--- config.mk ---
export PLATFORM = sky130hd
export DESIGN_NAME = bus_wrr_scheduler_flat
export DESIGN_NICKNAME = d
export VERILOG_FILES = /design/src/rtl/bus_wrr_scheduler_if.sv /design/src/rtl/bus_wrr_scheduler.sv /design/src/flat_wrapper.sv
export SDC_FILE = /design/constraint.sdc
export NUM_CORES = 1
export LEC_CHECK = 0
export ABC_AREA = 0
export CAP_MARGIN = 0
export CORE_UTILIZATION = 25
export CTS_CLUSTER_SIZE = 16
export DETAILED_ROUTE_END_ITERATION = 7
export HOLD_SLACK_MARGIN = 0.06
export MAX_ROUTING_LAYER = met4
export SETUP_SLACK_MARGIN = 0.3
export SKIP_LAST_GASP = 1
export SYNTH_ARGS = -nofsm -noshare
export SYNTH_HDL_FRONTEND = slang
export SYNTH_SLANG_ARGS = --single-unit
--- constraint.sdc ---
create_clock -name clk -period 7.2 [get_ports clk]
set_input_delay 1.8 -clock clk [delete_from_list [all_inputs] [get_ports clk]]
set_output_delay 1.8 -clock clk [all_outputs]
set_load 0.01 [all_outputs]
--- src/rtl/bus_wrr_scheduler_if.sv ---
// Bundle between the device-side FIFOs, the weight config port and the single
// output channel of bus_wrr_scheduler.
interface bus_wrr_scheduler_if #(
   parameter int DRVRS   = 4,
   parameter int PCKG_SZ = 16,
   parameter int WGT_W   = 4
);
   localparam int IW = $clog2(DRVRS);

   logic [DRVRS-1:0]         pndng;
   logic [DRVRS*PCKG_SZ-1:0] D_pop;
   logic [DRVRS-1:0]         pop;
   logic                     cfg_we;
   logic [IW-1:0]            cfg_idx;
   logic [WGT_W-1:0]         cfg_wgt;
   logic                     out_valid;
   logic                     out_ready;
   logic [PCKG_SZ-1:0]       out_data;
   logic [IW-1:0]            out_src;

   modport master (
      input  pndng, D_pop, cfg_we, cfg_idx, cfg_wgt, out_ready,
      output pop, out_valid, out_data, out_src
   );

   modport slave (
      output pndng, D_pop, cfg_we, cfg_idx, cfg_wgt, out_ready,
      input  pop, out_valid, out_data, out_src
   );
endinterface

--- src/rtl/bus_wrr_scheduler.sv ---
// Weighted round-robin scheduler: pops one packet at a time from DRVRS FWFT
// FIFOs and presents it, tagged with its source, on one valid/ready channel.
module bus_wrr_scheduler #(
   parameter int DRVRS   = 4,
   parameter int PCKG_SZ = 16,
   parameter int WGT_W   = 4
) (
   input logic                clk,
   input logic                reset,
   bus_wrr_scheduler_if.master bus
);
   localparam int IW = $clog2(DRVRS);

   typedef enum logic [1:0] {IDLE, POP, SEND} state_t;

   state_t                       state, state_nxt;
   logic   [IW-1:0]              sel, ptr, win;
   logic   [WGT_W-1:0]           cnt, cnt_nxt;
   logic   [DRVRS-1:0][WGT_W-1:0] weight;
   logic   [DRVRS-1:0]           elig, pop_nxt;
   logic                         grant;

   always_ff @(posedge clk) begin
      if (reset) begin
         state        <= IDLE;
         sel          <= '0;
         ptr          <= IW'(DRVRS-1);
         cnt          <= '0;
         bus.pop      <= '0;
         bus.out_data <= '0;
         bus.out_src  <= '0;
         for (int i = 0; i < DRVRS; i++) weight[i] <= WGT_W'(1);
      end else begin
         state   <= state_nxt;
         bus.pop <= pop_nxt;
         if (grant) begin
            sel <= win;
            ptr <= win;
            cnt <= cnt_nxt;
         end
         if (state == POP) begin
            bus.out_data <= bus.D_pop[int'(sel)*PCKG_SZ +: PCKG_SZ];
            bus.out_src  <= sel;
         end
         if (bus.cfg_we && int'(bus.cfg_idx) < DRVRS)
            weight[bus.cfg_idx] <= bus.cfg_wgt;
      end
   end

   // cnt==0 means no burst is in progress, so the scan starts at ptr+1;
   // this is what lets index 0 win first out of reset.
   always_comb begin
      int   idx;
      logic found;
      idx       = 0;
      found     = 1'b0;
      state_nxt = state;
      grant     = 1'b0;
      win       = ptr;
      cnt_nxt   = cnt;
      for (int i = 0; i < DRVRS; i++) elig[i] = bus.pndng[i] && (weight[i] != '0);
      case (state)
         IDLE: if (|elig) begin
            state_nxt = POP;
            grant     = 1'b1;
            if (cnt != '0 && elig[ptr] && cnt < weight[ptr]) begin
               cnt_nxt = cnt + WGT_W'(1);
            end else begin
               cnt_nxt = WGT_W'(1);
               for (int k = 1; k < DRVRS; k++) begin
                  idx = (int'(ptr) + k) % DRVRS;
                  if (!found && elig[idx]) begin
                     found = 1'b1;
                     win   = IW'(idx);
                  end
               end
            end
         end
         POP:     state_nxt = SEND;
         SEND:    if (bus.out_ready) state_nxt = IDLE;
         default: state_nxt = IDLE;
      endcase
   end

   always_comb begin
      pop_nxt = '0;
      if (grant) pop_nxt[win] = 1'b1;
      bus.out_valid = (state == SEND);
   end
endmodule

--- src/flat_wrapper.sv ---
// flat-port wrapper written by rule: the top's interface ports become plain ports
module bus_wrr_scheduler_flat 
#(
   parameter int DRVRS   = 4,
   parameter int PCKG_SZ = 16,
   parameter int WGT_W   = 4
)
  (clk, reset, bus_pndng, bus_D_pop, bus_cfg_we, bus_cfg_idx, bus_cfg_wgt, bus_out_ready, bus_pop, bus_out_valid, bus_out_data, bus_out_src);
  bus_wrr_scheduler_if #(.DRVRS(DRVRS), .PCKG_SZ(PCKG_SZ), .WGT_W(WGT_W)) bus_i ();
  input logic clk;
  input logic reset;
  input wire logic [$bits(bus_i.pndng)-1:0] bus_pndng;
  input wire logic [$bits(bus_i.D_pop)-1:0] bus_D_pop;
  input wire logic [$bits(bus_i.cfg_we)-1:0] bus_cfg_we;
  input wire logic [$bits(bus_i.cfg_idx)-1:0] bus_cfg_idx;
  input wire logic [$bits(bus_i.cfg_wgt)-1:0] bus_cfg_wgt;
  input wire logic [$bits(bus_i.out_ready)-1:0] bus_out_ready;
  output wire logic [$bits(bus_i.pop)-1:0] bus_pop;
  output wire logic [$bits(bus_i.out_valid)-1:0] bus_out_valid;
  output wire logic [$bits(bus_i.out_data)-1:0] bus_out_data;
  output wire logic [$bits(bus_i.out_src)-1:0] bus_out_src;
  assign bus_i.pndng = bus_pndng;
  assign bus_i.D_pop = bus_D_pop;
  assign bus_i.cfg_we = bus_cfg_we;
  assign bus_i.cfg_idx = bus_cfg_idx;
  assign bus_i.cfg_wgt = bus_cfg_wgt;
  assign bus_i.out_ready = bus_out_ready;
  assign bus_pop = bus_i.pop;
  assign bus_out_valid = bus_i.out_valid;
  assign bus_out_data = bus_i.out_data;
  assign bus_out_src = bus_i.out_src;
  bus_wrr_scheduler #(.DRVRS(DRVRS), .PCKG_SZ(PCKG_SZ), .WGT_W(WGT_W)) u_core (.clk(clk), .reset(reset), .bus(bus_i));
endmodule
# ---- Word-level counts from Yosys, hierarchy flattened
# Cells that the tools add are included.
dict set report totals {
  register_bits 48
  in_bits 78
  output_inout_bits 23
}
dict set report op_classes {
  n_addsub 4
  eq_ne 4
  n_reduce_logical 25
  n_lt_le_gt_ge 9
  shifts 1
  mux 38
  n_bitwise 4
}
# op count
set op_table {}
lappend op_table {{$shiftx 64x7->16} 1}
lappend op_table {{$reduce_bool 4->1} 5}
lappend op_table {{$mux 1} 18}
lappend op_table {{$bwmux 16} 1}
lappend op_table {{$mux 2} 8}
lappend op_table {{$lt 3x4->1 const B} 3}
lappend op_table {{$mux 4} 3}
lappend op_table {{$logic_and 1x1->1} 10}
lappend op_table {{$lt 2x3->1 const B} 3}
lappend op_table {{$bmux 1 s2} 4}
lappend op_table {{$bmux 4 s2} 1}
lappend op_table {{$demux 4 s2} 1}
lappend op_table {{$reduce_or 2->1} 4}
lappend op_table {{$pmux 2 s3} 1}
lappend op_table {{$add 2x2->2 const B} 2}
lappend op_table {{$add 4x1->4 const B} 1}
lappend op_table {{$ge 2x1->1 const B} 2}
lappend op_table {{$lt 4x4->1} 1}
lappend op_table {{$reduce_or 4->1} 1}
lappend op_table {{$and 1x1->1 const A} 3}
lappend op_table {{$reduce_and 3->1} 1}
lappend op_table {{$add 2x1->2 const B} 1}
lappend op_table {{$demux 1 s2} 1}
lappend op_table {{$eq 2x1->1 const B} 1}
lappend op_table {{other kinds (7)} 8}

# ---- Logic depth before layout (Yosys ltp)
dict set report logic_depth {
  ltp_word 26
  mapped_depth 11
  ltp_nobuf 9
}

# ---- Worst setup path after synthesis
# OpenSTA, ideal clock, no wires.
dict set report synth_timing {
  path_kind {input to register}
  from {input port bus_pndng[3]}
  to {register u_core.bus.pop[2]}
  n_path_buf 1
  setup_slack_ps 3725
  setup_ps 116
  path_stages 7
  t_arrival_ps 3359
  required_ps 7084
  cell_sequence {o41ai_4 -> mux4_2 -> or3_1 -> buf_6 -> nor3b_4 -> xnor2_4 -> and3b_1}
}
dict set report synth_via {
  elab_chain_len 24
  elab_cells_between_ends 42
  cone_classes {2 x order compare; 29 x mux; 1 x bitwise; 10 x reduce/logical}
}
# item line
set synth_lines {}
lappend synth_lines {{from (decl)} flat_wrapper.sv:12} ;# input wire logic [$bits(bus_i.pndng)-1:0] bus_pndng;
lappend synth_lines {{$logic_and 1x1->1 *} bus_wrr_scheduler.sv:61} ;# for (int i = 0; i < DRVRS; i++) elig[i] = bus.pndng[i] && (weight[i] != '0);
lappend synth_lines {{$bmux 1 s2} bus_wrr_scheduler.sv:72} ;# if (!found && elig[idx]) begin
lappend synth_lines {{$mux 1 (not written as such) (2 in series)} bus_wrr_scheduler.sv:72}
lappend synth_lines {{$mux 1} bus_wrr_scheduler.sv:72}
lappend synth_lines {{$mux 1} bus_wrr_scheduler.sv:66} ;# if (cnt != '0 && elig[ptr] && cnt < weight[ptr]) begin
lappend synth_lines {{$mux 1} bus_wrr_scheduler.sv:63} ;# IDLE: if (|elig) begin
lappend synth_lines {{$mux 1} bus_wrr_scheduler.sv:62} ;# case (state)
lappend synth_lines {{$logic_not 1->1} bus_wrr_scheduler.sv:72}
lappend synth_lines {{[7 not listed]} n/a}
lappend synth_lines {{$mux 2} bus_wrr_scheduler.sv:72}
lappend synth_lines {{$mux 2} bus_wrr_scheduler.sv:66}
lappend synth_lines {{$mux 2} bus_wrr_scheduler.sv:63}
lappend synth_lines {{$mux 2} bus_wrr_scheduler.sv:62}
lappend synth_lines {{$lt 2x3->1 (not written as such) / $ge 2x1->1 (equally long branches)} bus_wrr_scheduler.sv:87} ;# if (grant) pop_nxt[win] = 1'b1;
lappend synth_lines {{$logic_and 1x1->1 (not written as such)} bus_wrr_scheduler.sv:87}
lappend synth_lines {{$mux 1 (not written as such)} bus_wrr_scheduler.sv:87}
lappend synth_lines {{$demux 1 s2} n/a}
lappend synth_lines {{to (signal assigned)} bus_wrr_scheduler.sv:35} ;# bus.pop <= pop_nxt;
lappend synth_lines {{to (decl)} bus_wrr_scheduler_if.sv:23} ;# output pop, out_valid, out_data, out_src
# Every way passes the cells marked *; elsewhere a longest branch is shown, timed or not. The select of a mux whose other input is x is not followed.
# A chain may end at the register's enable or synchronous reset.

# ---- Worst setup path after layout
# Same ends and word-level chain as after synthesis.

==> run_summary.xml <==
<?xml version="1.0" encoding="UTF-8"?>
<metrics>
  <group name="layout">
    <metric name="filler_instances" unit="">998</metric>
    <metric name="syn2layout_area_growth" unit="%">47.8</metric>
    <metric name="antenna_diode_count" unit="">0</metric>
    <metric name="multiInputGateArea" unit="mm²">0.00153</metric>
    <metric name="seqCellArea" unit="µm²">961</metric>
    <metric name="nets" unit="">427</metric>
    <metric name="final_layout_size_suffix_gt1_share" unit="%">11.6</metric>
  </group>
  <group name="floorplan">
    <metric name="chipHeight" unit="µm">104</metric>
    <metric name="dieWidth" unit="µm">104</metric>
    <metric name="design.core.area" unit="mm²">0.00991</metric>
    <metric name="count_of_standard_cell_rows" unit="">36</metric>
    <metric name="io_pins" unit="">101</metric>
    <metric name="design.die.area" unit="mm²">0.0107</metric>
    <metric name="start_util" unit="%">26.0</metric>
  </group>
  <group name="power_and_ir_drop">
    <metric name="total_leakage_power" unit="nW">1.39</metric>
    <metric name="vdd.ir_drop.worst" unit="mV">0.106</metric>
    <metric name="power.density_cell_area" unit="mW/mm²">240</metric>
    <metric name="fin_total_pwr" unit="mW">0.915</metric>
  </group>
  <group name="timing">
    <metric name="worst_slew_pin_slew" unit="ns">0.902</metric>
    <metric name="final_hold_viol_count" unit="">0</metric>
    <metric name="max_slew_headroom" unit="%">39.7</metric>
    <metric name="final.setup.worst_slack" unit="ns">3.40</metric>
    <metric name="setup-tns-final" unit="ns">0</metric>
    <metric name="achievable-frequency" unit="MHz">263</metric>
    <metric name="rsz0062_at_grt" unit="">false</metric>
    <metric name="fin_worst_skew" unit="ns">0.00621</metric>
    <metric name="fin_crit_sh" unit="%">52.8</metric>
    <metric name="maxSlewViolCount" unit="">0</metric>
    <metric name="final-setup-viol-count" unit="">0</metric>
    <metric name="min_period" unit="ns">3.80</metric>
    <metric name="finalHoldWorstSlack" unit="ns">0.457</metric>
  </group>
  <group name="cts">
    <metric name="clock-sinks" unit="">48</metric>
    <metric name="postCtsResizedCells" unit="">0</metric>
    <metric name="clk_pin_slew_worst_paths" unit="ns">0.09</metric>
    <metric name="ctsRootBufferMaster" unit="">clkbuf_8</metric>
    <metric name="cts_setup_buffers" unit="">0</metric>
    <metric name="htree_levels" unit="">2</metric>
    <metric name="worst_skew_pair.late_latency" unit="ns">0.30</metric>
    <metric name="max-clock-path-buffers" unit="">2</metric>
    <metric name="tritoncts.num_buffers" unit="">5</metric>
    <metric name="hold_buffers" unit="">0</metric>
    <metric name="cts_tree" unit="">yes</metric>
  </group>
  <group name="logic_synthesis">
    <metric name="mappedNetlistArea" unit="mm²">0.00258</metric>
    <metric name="sequential_to_total_area_share_from_yosys_stat" unit="%">37.2</metric>
    <metric name="yosysUniqueCellTypes" unit="">43</metric>
    <metric name="synth_enable_flop_cells" unit="">0</metric>
    <metric name="synth_warnings" unit="">0</metric>
    <metric name="post_synthesis_register_bit_count" unit="">48</metric>
    <metric name="ffs_w_async_s_r_synth" unit="%">0</metric>
    <metric name="synthFlopType" unit="">dfxtp_1</metric>
    <metric name="avgSynthCellArea" unit="µm²">10.3</metric>
    <metric name="syn_nets" unit="">333</metric>
    <metric name="syn_inst_count" unit="">250</metric>
  </group>
  <group name="drt">
    <metric name="num_vias" unit="">2244</metric>
    <metric name="route.detailed.vias_per_inst" unit="">4.69</metric>
    <metric name="first_iter_violations" unit="">99</metric>
    <metric name="drt.antenna.violating_nets" unit="">0</metric>
    <metric name="drcViolationCount" unit="">0</metric>
    <metric name="drt-total-wl" unit="mm">6.83</metric>
    <metric name="wire_per_inst" unit="µm">14.3</metric>
    <metric name="dr.pass1.iters" unit="">4</metric>
  </group>
  <group name="job">
    <metric name="cap_violations" unit="">0</metric>
  </group>
  <group name="global_routing">
    <metric name="grt_use_total" unit="%">13.2</metric>
    <metric name="grt_overflow" unit="">0</metric>
    <metric name="grt_pass1_vias" unit="">2260</metric>
    <metric name="antenna_violations_before_repair" unit="">0</metric>
    <metric name="global_route_wire_length_before_repair" unit="mm">11.1</metric>
    <metric name="largest_net_degree_at_the_start_of_global_routing" unit="">46</metric>
  </group>
  <group name="critical_path">
    <metric name="startpoint_type" unit="">input pin</metric>
    <metric name="crit_slowest_cell" unit="">clkdlybuf4s50_1</metric>
    <metric name="cp_slowest_stage_delay" unit="ns">0.51</metric>
    <metric name="critPathArrivalTime" unit="ns">4.00</metric>
    <metric name="cp_max_fo" unit="">8</metric>
    <metric name="cp-end-kind" unit="">register</metric>
    <metric name="worstPathCellList" unit="">clkdlybuf4s50_1 -&gt; o41ai_4 -&gt; mux4_2 -&gt; or3_1 -&gt; nor3b_4 -&gt; xnor2_4 -&gt; and3b_1</metric>
    <metric name="cp_data_required_time" unit="ns">7.40</metric>
    <metric name="setup.worst_path.class" unit="">in2reg</metric>
  </group>
  <group name="placement">
    <metric name="numPortBuffers" unit="">100</metric>
    <metric name="gpl.final_weighted_congestion" unit="">0.834</metric>
    <metric name="dp_hpwl" unit="mm">5.19</metric>
    <metric name="dp_slack" unit="ns">3.08</metric>
  </group>
  <group name="worst_hold_path">
    <metric name="timing.hold.worst.class" unit="">reg2reg</metric>
  </group>
  <group name="status">
    <metric name="run_status" unit="">completed</metric>
  </group>
</metrics>
## metal layers
layer  share of wire [%]  track usage [%]  routed length (µm)
met1                  41             14.9                2830
met3                 6.1             3.27                 419
met2                  52             23.4                3540
met5                   0                -                   0
met4                0.63             2.90                  43
## registers in the layout, summed over array words and instances (netlist names)
register,count
u_core.bus.pop,4
u_core.bus.out_src,2
u_core.sel,2
u_core.weight,16
u_core.bus.out_data,16
u_core.cnt,4
u_core.ptr,2
u_core.state,2
## Yosys cell counts (3+ instances only)
library cell | instances | area (µm²)
clkbuf_1 | 12 | 45.0
nand3b_1 | 3 | 22.5
o21ai_0 | 3 | 15.0
a211o_1 | 4 | 35.0
a21oi_1 | 23 | 115
inv_1 | 6 | 22.5
ha_1 | 5 | 62.6
nand3_1 | 4 | 20.0
mux4_2 | 19 | 428
nand2b_1 | 4 | 25.0
mux2i_1 | 12 | 120
nor2_1 | 26 | 97.6
dfxtp_1 | 48 | 961
nand2_1 | 40 | 150
nor2b_1 | 4 | 25.0
o41ai_4 | 3 | 82.6
## final cells by class
| class | instances | area share [%] |
|---|---|---|
| inverter | 6 | 0.590 |
| timing repair buffer | 103 | 26.8 |
| sequential | 48 | 25.2 |
| multi-input combinational | 180 | 40.0 |
| tap | 133 | 4.36 |
| clock inverter | 3 | 1.21 |
| clock buffer | 5 | 1.80 |
## worst max-delay path, delay by kind of cell
family | cells | cell delay (ns)
xor+xnor | 1 | 0.21
mux | 1 | 0.48
buf+inv | 1 | 0.51
simple gates | 3 | 0.89
compound gates | 1 | 0.13
## worst paths after layout
| kind | from | endpoint | slack, ns | cells after the start |
|---|---|---|---|---|
| worst max-delay path | bus_pndng[3] | u_core.bus.pop[2] | 3.40 | 7 |
| worst min-delay path | u_core.bus.out_data[7] | u_core.bus.out_data[7] | 0.46 | 2 |
| worst max register to register | u_core.ptr[0] | u_core.bus.pop[2] | 4.01 | 8 |
| worst min register to register | u_core.bus.out_data[7] | u_core.bus.out_data[7] | 0.46 | 2 |
## cells in the final DEF, fill, tap and decap left out, drive strengths merged, types with 3 or more instances in the layout
master	instances
nor2	26
mux2i	12
clkbuf	5
o41ai	4
dfxtp	48
nor3b	3
a211oi	3
buf	3
nor2b	4
inv	7
a21oi	23
mux4	21
nand3	4
ha	5
o21ai	3
a211o	4
clkdlybuf4s50	100
nand3b	3
nand2b	4
nand2	40
## stage by stage
step,cells,cell area [µm²],utilization [%]
4_1_cts,478,3820,38.5
3_3_place_gp,470,3700,37.3
6_report,478,3820,38.5
3_5_place_dp,470,3700,37.3
2_1_floorplan,250,2580,-
5_1_grt,478,3820,38.5
## logic make-up after synthesis
family                     after synthesis  share of synthesized area (%)
and+or+nand+nor                         92                           16.6
DFF                                     48                           37.2
AOI/OAI and AO/OA                       46                           14.4
muxes                                   34                           23.7
buffers and inverters                   22                           3.59
adders and majority gates                5                           2.42
xor gates and xnor gates                 3                           2.04
## where the power goes
group | internal, mW | switching [mW] | leakage, nW
sequential | 0.301 | 0.0581 | 0.393
combinational | 0.215 | 0.139 | 0.943
clock | 0.105 | 0.0969 | 0.0548
total | 0.621 | 0.294 | 1.39
No activity file was read; power rests on OpenSTA's default activity.
==> edit 1 (config.mk and constraints unchanged) <==
`PCKG_SZ` is set to 16 in 3 places; all go to 17.
--- a/src/rtl/bus_wrr_scheduler_if.sv
+++ b/src/rtl/bus_wrr_scheduler_if.sv
@@ -3,5 +3,5 @@
 interface bus_wrr_scheduler_if #(
    parameter int DRVRS   = 4,
-   parameter int PCKG_SZ = 16,
+   parameter int PCKG_SZ = 17,
    parameter int WGT_W   = 4
 );
--- a/src/rtl/bus_wrr_scheduler.sv
+++ b/src/rtl/bus_wrr_scheduler.sv
@@ -3,5 +3,5 @@
 module bus_wrr_scheduler #(
    parameter int DRVRS   = 4,
-   parameter int PCKG_SZ = 16,
+   parameter int PCKG_SZ = 17,
    parameter int WGT_W   = 4
 ) (
--- a/src/flat_wrapper.sv
+++ b/src/flat_wrapper.sv
@@ -3,5 +3,5 @@
 #(
    parameter int DRVRS   = 4,
-   parameter int PCKG_SZ = 16,
+   parameter int PCKG_SZ = 17,
    parameter int WGT_W   = 4
 )
Interface: changed (resized bus_D_pop and bus_out_data); port bits go from 101 to 106. The function was not compared with the original's and may differ.
==> edit 1 against the unedited design <==
Hold slack about the same; design area increased by 2.1%; synthesized area increased by 2.4%; clock power decreased by 15%; sequential cell count increased by 1; power decreased by 1.1%; setup slack about the same; global-route usage increased by 0.18 points; sequential power increased by 2%; clock skew increased by 0.0040 ns; wire length decreased by 0.54%.
==> edit 1: results (changes against the unedited design) <==
[status]
outcome=completed  ; unchanged

[logic_synthesis]
post_synth_xor_area_fraction_pct=1.99  ; was 2.04%
synth-compound-area-share_pct=14.3  ; was 14.4%
syn-num-nets=342  ; was 333
synth-adder-area-share_pct=2.37  ; was 2.42%
synth.cells.most_frequent=sky130_fd_sc_hd__dfxtp_1 (49), sky130_fd_sc_hd__nand2_1 (42), sky130_fd_sc_hd__nor2_1 (26)  ; was sky130_fd_sc_hd__dfxtp_1 (48), sky130_fd_sc_hd__nand2_1 (40), sky130_fd_sc_hd__nor2_1 (26)

[final_layout]
reg.largest.list=u_core.bus.out_data x17, u_core.weight x16  ; was u_core.bus.out_data x16, u_core.weight x16
area_growth_synth_to_finish_pct=47.4  ; was 47.8%
finish.cell_count_without_fillers=490  ; was 478
fill_cell_instance_count_of_the_final_layout=1068  ; was 998
nNetsFinal=440  ; was 427

[power_and_ir_drop]
worst_ir_drop_vdd_mv=0.104  ; was 0.106 mV

[timing]
hold_ws_ns=0.456  ; was 0.457 ns
max_slew_margin_pct=32.6  ; was 39.7%
fin_worst_skew_ns=0.0102  ; was 0.00621 ns

[routing]
vias_per_cell=4.68  ; was 4.69
drt-initial-drc-count=88  ; was 99
detailroute.wirelength.met3_um=528  ; was 419 um
wirelength_um=6790  ; was 6830 um

[worst_hold_path]
hold_start=u_core.bus.out_data[8]$_SDFFE_PP0N_  ; was u_core.bus.out_data[7]$_SDFFE_PP0N_
hold_end=u_core.bus.out_data[8]$_SDFFE_PP0N_  ; was u_core.bus.out_data[7]$_SDFFE_PP0N_

[place]
placed_cell_area_mm2=0.00380  ; was 0.00370 mm^2
numPlacedInstances=482  ; was 470

[global_route]
global_route_wire_length_before_repair_um=11600  ; was 11100 um
grt_util_met1_pct=16.1  ; was 14.9%
maximum_number_of_pins_on_one_net_before_global_route_repair=47  ; was 46
number_of_global_route_vias_before_repair=2327  ; was 2260
grtUsageTotal_pct=13.4  ; was 13.2%

[worst_setup_path]
register_to_register_setup_slack_ns=4.02  ; was 4.01 ns
rr_startpoint=u_core.ptr[1]$_SDFFE_PP1P_  ; was u_core.ptr[0]$_SDFFE_PP1P_

[edit 1: cell types whose count changed in the layout (fill, tap and decap cells not counted), sizes merged]
cell / before / now
nand2: 40 / 42
clkdlybuf4s50: 100 / 104
dfxtp: 48 / 49
bufinv: 1 / 0
mux4: 21 / 22
a21oi: 23 / 24
inv: 7 / 8
[edit 1: power by group through the flow]
stage               clock, mW  sequential [mW]  combinational [mW]
floorplan                   0            0.344               0.269
global placement            0            0.374               0.367
detailed placement          0            0.374               0.371
CTS                     0.179            0.368               0.373
global route            0.190            0.378               0.402
finish                  0.171            0.367               0.367
[edit 1: how the worst max path moves through the flow]
stage	from	to	slack (ns)	cells after the start
after floorplan	bus_pndng[3]	u_core.bus.pop[2]$_SDFF_PP0_	3.71	7
after global placement	bus_pndng[0]	u_core.bus.pop[2]$_SDFF_PP0_	3.10	7
after detailed placement	bus_pndng[3]	u_core.bus.pop[2]$_SDFF_PP0_	3.07	7
after CTS	bus_pndng[3]	u_core.bus.pop[2]$_SDFF_PP0_	3.40	7
after global routing	bus_pndng[0]	u_core.bus.pop[2]$_SDFF_PP0_	3.32	7
final	bus_pndng[3]	u_core.bus.pop[2]$_SDFF_PP0_	3.40	7
[edit 1: cells by family (layout without fill, tap and decap cells)]
| kind of cell | count (synthesis) | after routing |
|---|---|---|
| compound gates | 47 | 47 |
| xor+xnor | 3 | 3 |
| fa+ha+maj | 5 | 5 |
| buf+inv | 22 | 121 |
| flops | 49 | 49 |
| mux | 35 | 35 |
| simple gates | 94 | 94 |
[edit 1: area by class of cell]
| class | count | area share, % |
|---|---|---|
| multi-input combinational | 184 | 40.2 |
| timing repair buffer | 107 | 27.2 |
| clock inverter | 3 | 0.642 |
| clock buffer | 5 | 1.77 |
| tap | 136 | 4.37 |
| inverter | 6 | 0.578 |
| sequential | 49 | 25.2 |
==> edit 2 (same flow settings) <==
Without the edit above. Re-encode `state_t` (3 states) as one-hot, 3 bits wide.
--- a/src/rtl/bus_wrr_scheduler.sv
+++ b/src/rtl/bus_wrr_scheduler.sv
@@ -12,5 +12,5 @@
    localparam int IW = $clog2(DRVRS);
 
-   typedef enum logic [1:0] {IDLE, POP, SEND} state_t;
+   typedef enum logic [2:0] {IDLE = 3'b001, POP = 3'b010, SEND = 3'b100} state_t;
 
    state_t                       state, state_nxt;
Formal check against the unedited RTL: same outputs for any inputs over 4 cycles, from zero or initial values and one cycle with reset high; so few cycles prove little.
==> edit 2 against the unedited design <==
Wire length rose by 3.1%; setup slack got worse by 0.046 ns; combinational power fell by 8.5%; sequential cell count rose by 1; synthesized area rose by 1.6%; sequential power barely moved; clock power rose by 3%; clock skew rose by 0.0068 ns; design area rose by 1.2%; power fell by 2.5%; critical path type unchanged; critical endpoint is now u_core.bus.pop[1]$_SDFF_PP0_; largest cell class unchanged.
==> edit 2: results (changes against the unedited design) <==
[status]
outcome=completed  ; unchanged

[routing]
vias=2301  ; was 2244
drt-initial-drc-count=102  ; was 99
route.met2.wl_um=3490  ; was 3540 um
detailroute.wirelength.met3_um=383  ; was 419 um
wirelength_um=7040  ; was 6830 um

[place]
numPlacedInstances=481  ; was 470
routabilityCongestion=0.755  ; was 0.834
dp_worst_setup_slack_ns=3.04  ; was 3.08 ns

[cts]
tritoncts_num_sinks=49  ; was 48

[timing]
timing_worst_slew_pin_value_ns=0.937  ; was 0.902 ns
period_needed_ns=3.85  ; was 3.80 ns
fin_worst_skew_ns=0.0130  ; was 0.00621 ns

[worst_setup_path]
register_to_register_setup_slack_ns=3.98  ; was 4.01 ns
crit_path_max_fo=6  ; was 8

[logic_synthesis]
synth_mux_area_share_pct=23.7  ; about the same
syn-num-nets=342  ; was 333
synth-compound-area-share_pct=14.7  ; was 14.4%
seq_total_area_yosys_pct=37.4  ; was 37.2%
synth-adder-area-share_pct=2.38  ; was 2.42%

[global_route]
grtUsageTotal_pct=13.5  ; was 13.2%
number_of_global_route_vias_before_repair=2351  ; was 2260
grt.met3_usage_pct=3.01  ; was 3.27%
grt_util_met1_pct=15.5  ; was 14.9%
global_route_wire_length_before_repair_um=11600  ; was 11100 um

[final_layout]
n_all_buffers=102  ; was 103
multi_input_gates=188  ; was 180
seq_area_um2=981  ; was 961 um^2
final_layout_size_suffix_gt1_share_pct=11.6  ; about the same
nNetsFinal=435  ; was 427
n_clock_buffer=6  ; was 5
clock_cell_area_share_pct=3.11  ; was 3.02%
multi_input_area_share_pct=40.3  ; was 40.0%

[worst_hold_path]
hold_start=u_core.bus.out_data[1]$_SDFFE_PP0P_  ; was u_core.bus.out_data[7]$_SDFFE_PP0N_
hold_end=u_core.bus.out_data[1]$_SDFFE_PP0P_  ; was u_core.bus.out_data[7]$_SDFFE_PP0N_

[power_and_ir_drop]
worst_ir_drop_vdd_mv=0.117  ; was 0.106 mV

## edit 2: power by group
part	internal [mW]	switching (mW)	leakage, nW
Combinational	0.197	0.126	0.917
Clock	0.113	0.0958	0.0574
Sequential	0.302	0.0587	0.399
## edit 2: stage by stage
stage | hold slack [ns] | area (um^2)
after floorplan | 0.474 | 2620
after global placement | 0.442 | 3740
after detailed placement | 0.447 | 3740
after CTS | 0.460 | 3860
after global routing | 0.473 | 3860
final | 0.456 | 3860
## edit 2: cells by family after synthesis
group | count (synthesis)
xor+xnor | 3
buf+inv | 22
mux | 35
simple gates | 98
flops | 49
compound gates | 47
fa+ha+maj | 5
## edit 2: worst max-delay path, cell delays in order
cell and delay, ns:
sky130_fd_sc_hd__clkdlybuf4s50_1 0.51, sky130_fd_sc_hd__o41ai_2 0.11, sky130_fd_sc_hd__mux4_2 0.48, sky130_fd_sc_hd__or3_4 0.42, sky130_fd_sc_hd__nor3b_2 0.21, sky130_fd_sc_hd__xor2_1 0.18, sky130_fd_sc_hd__a2111oi_2 0.34
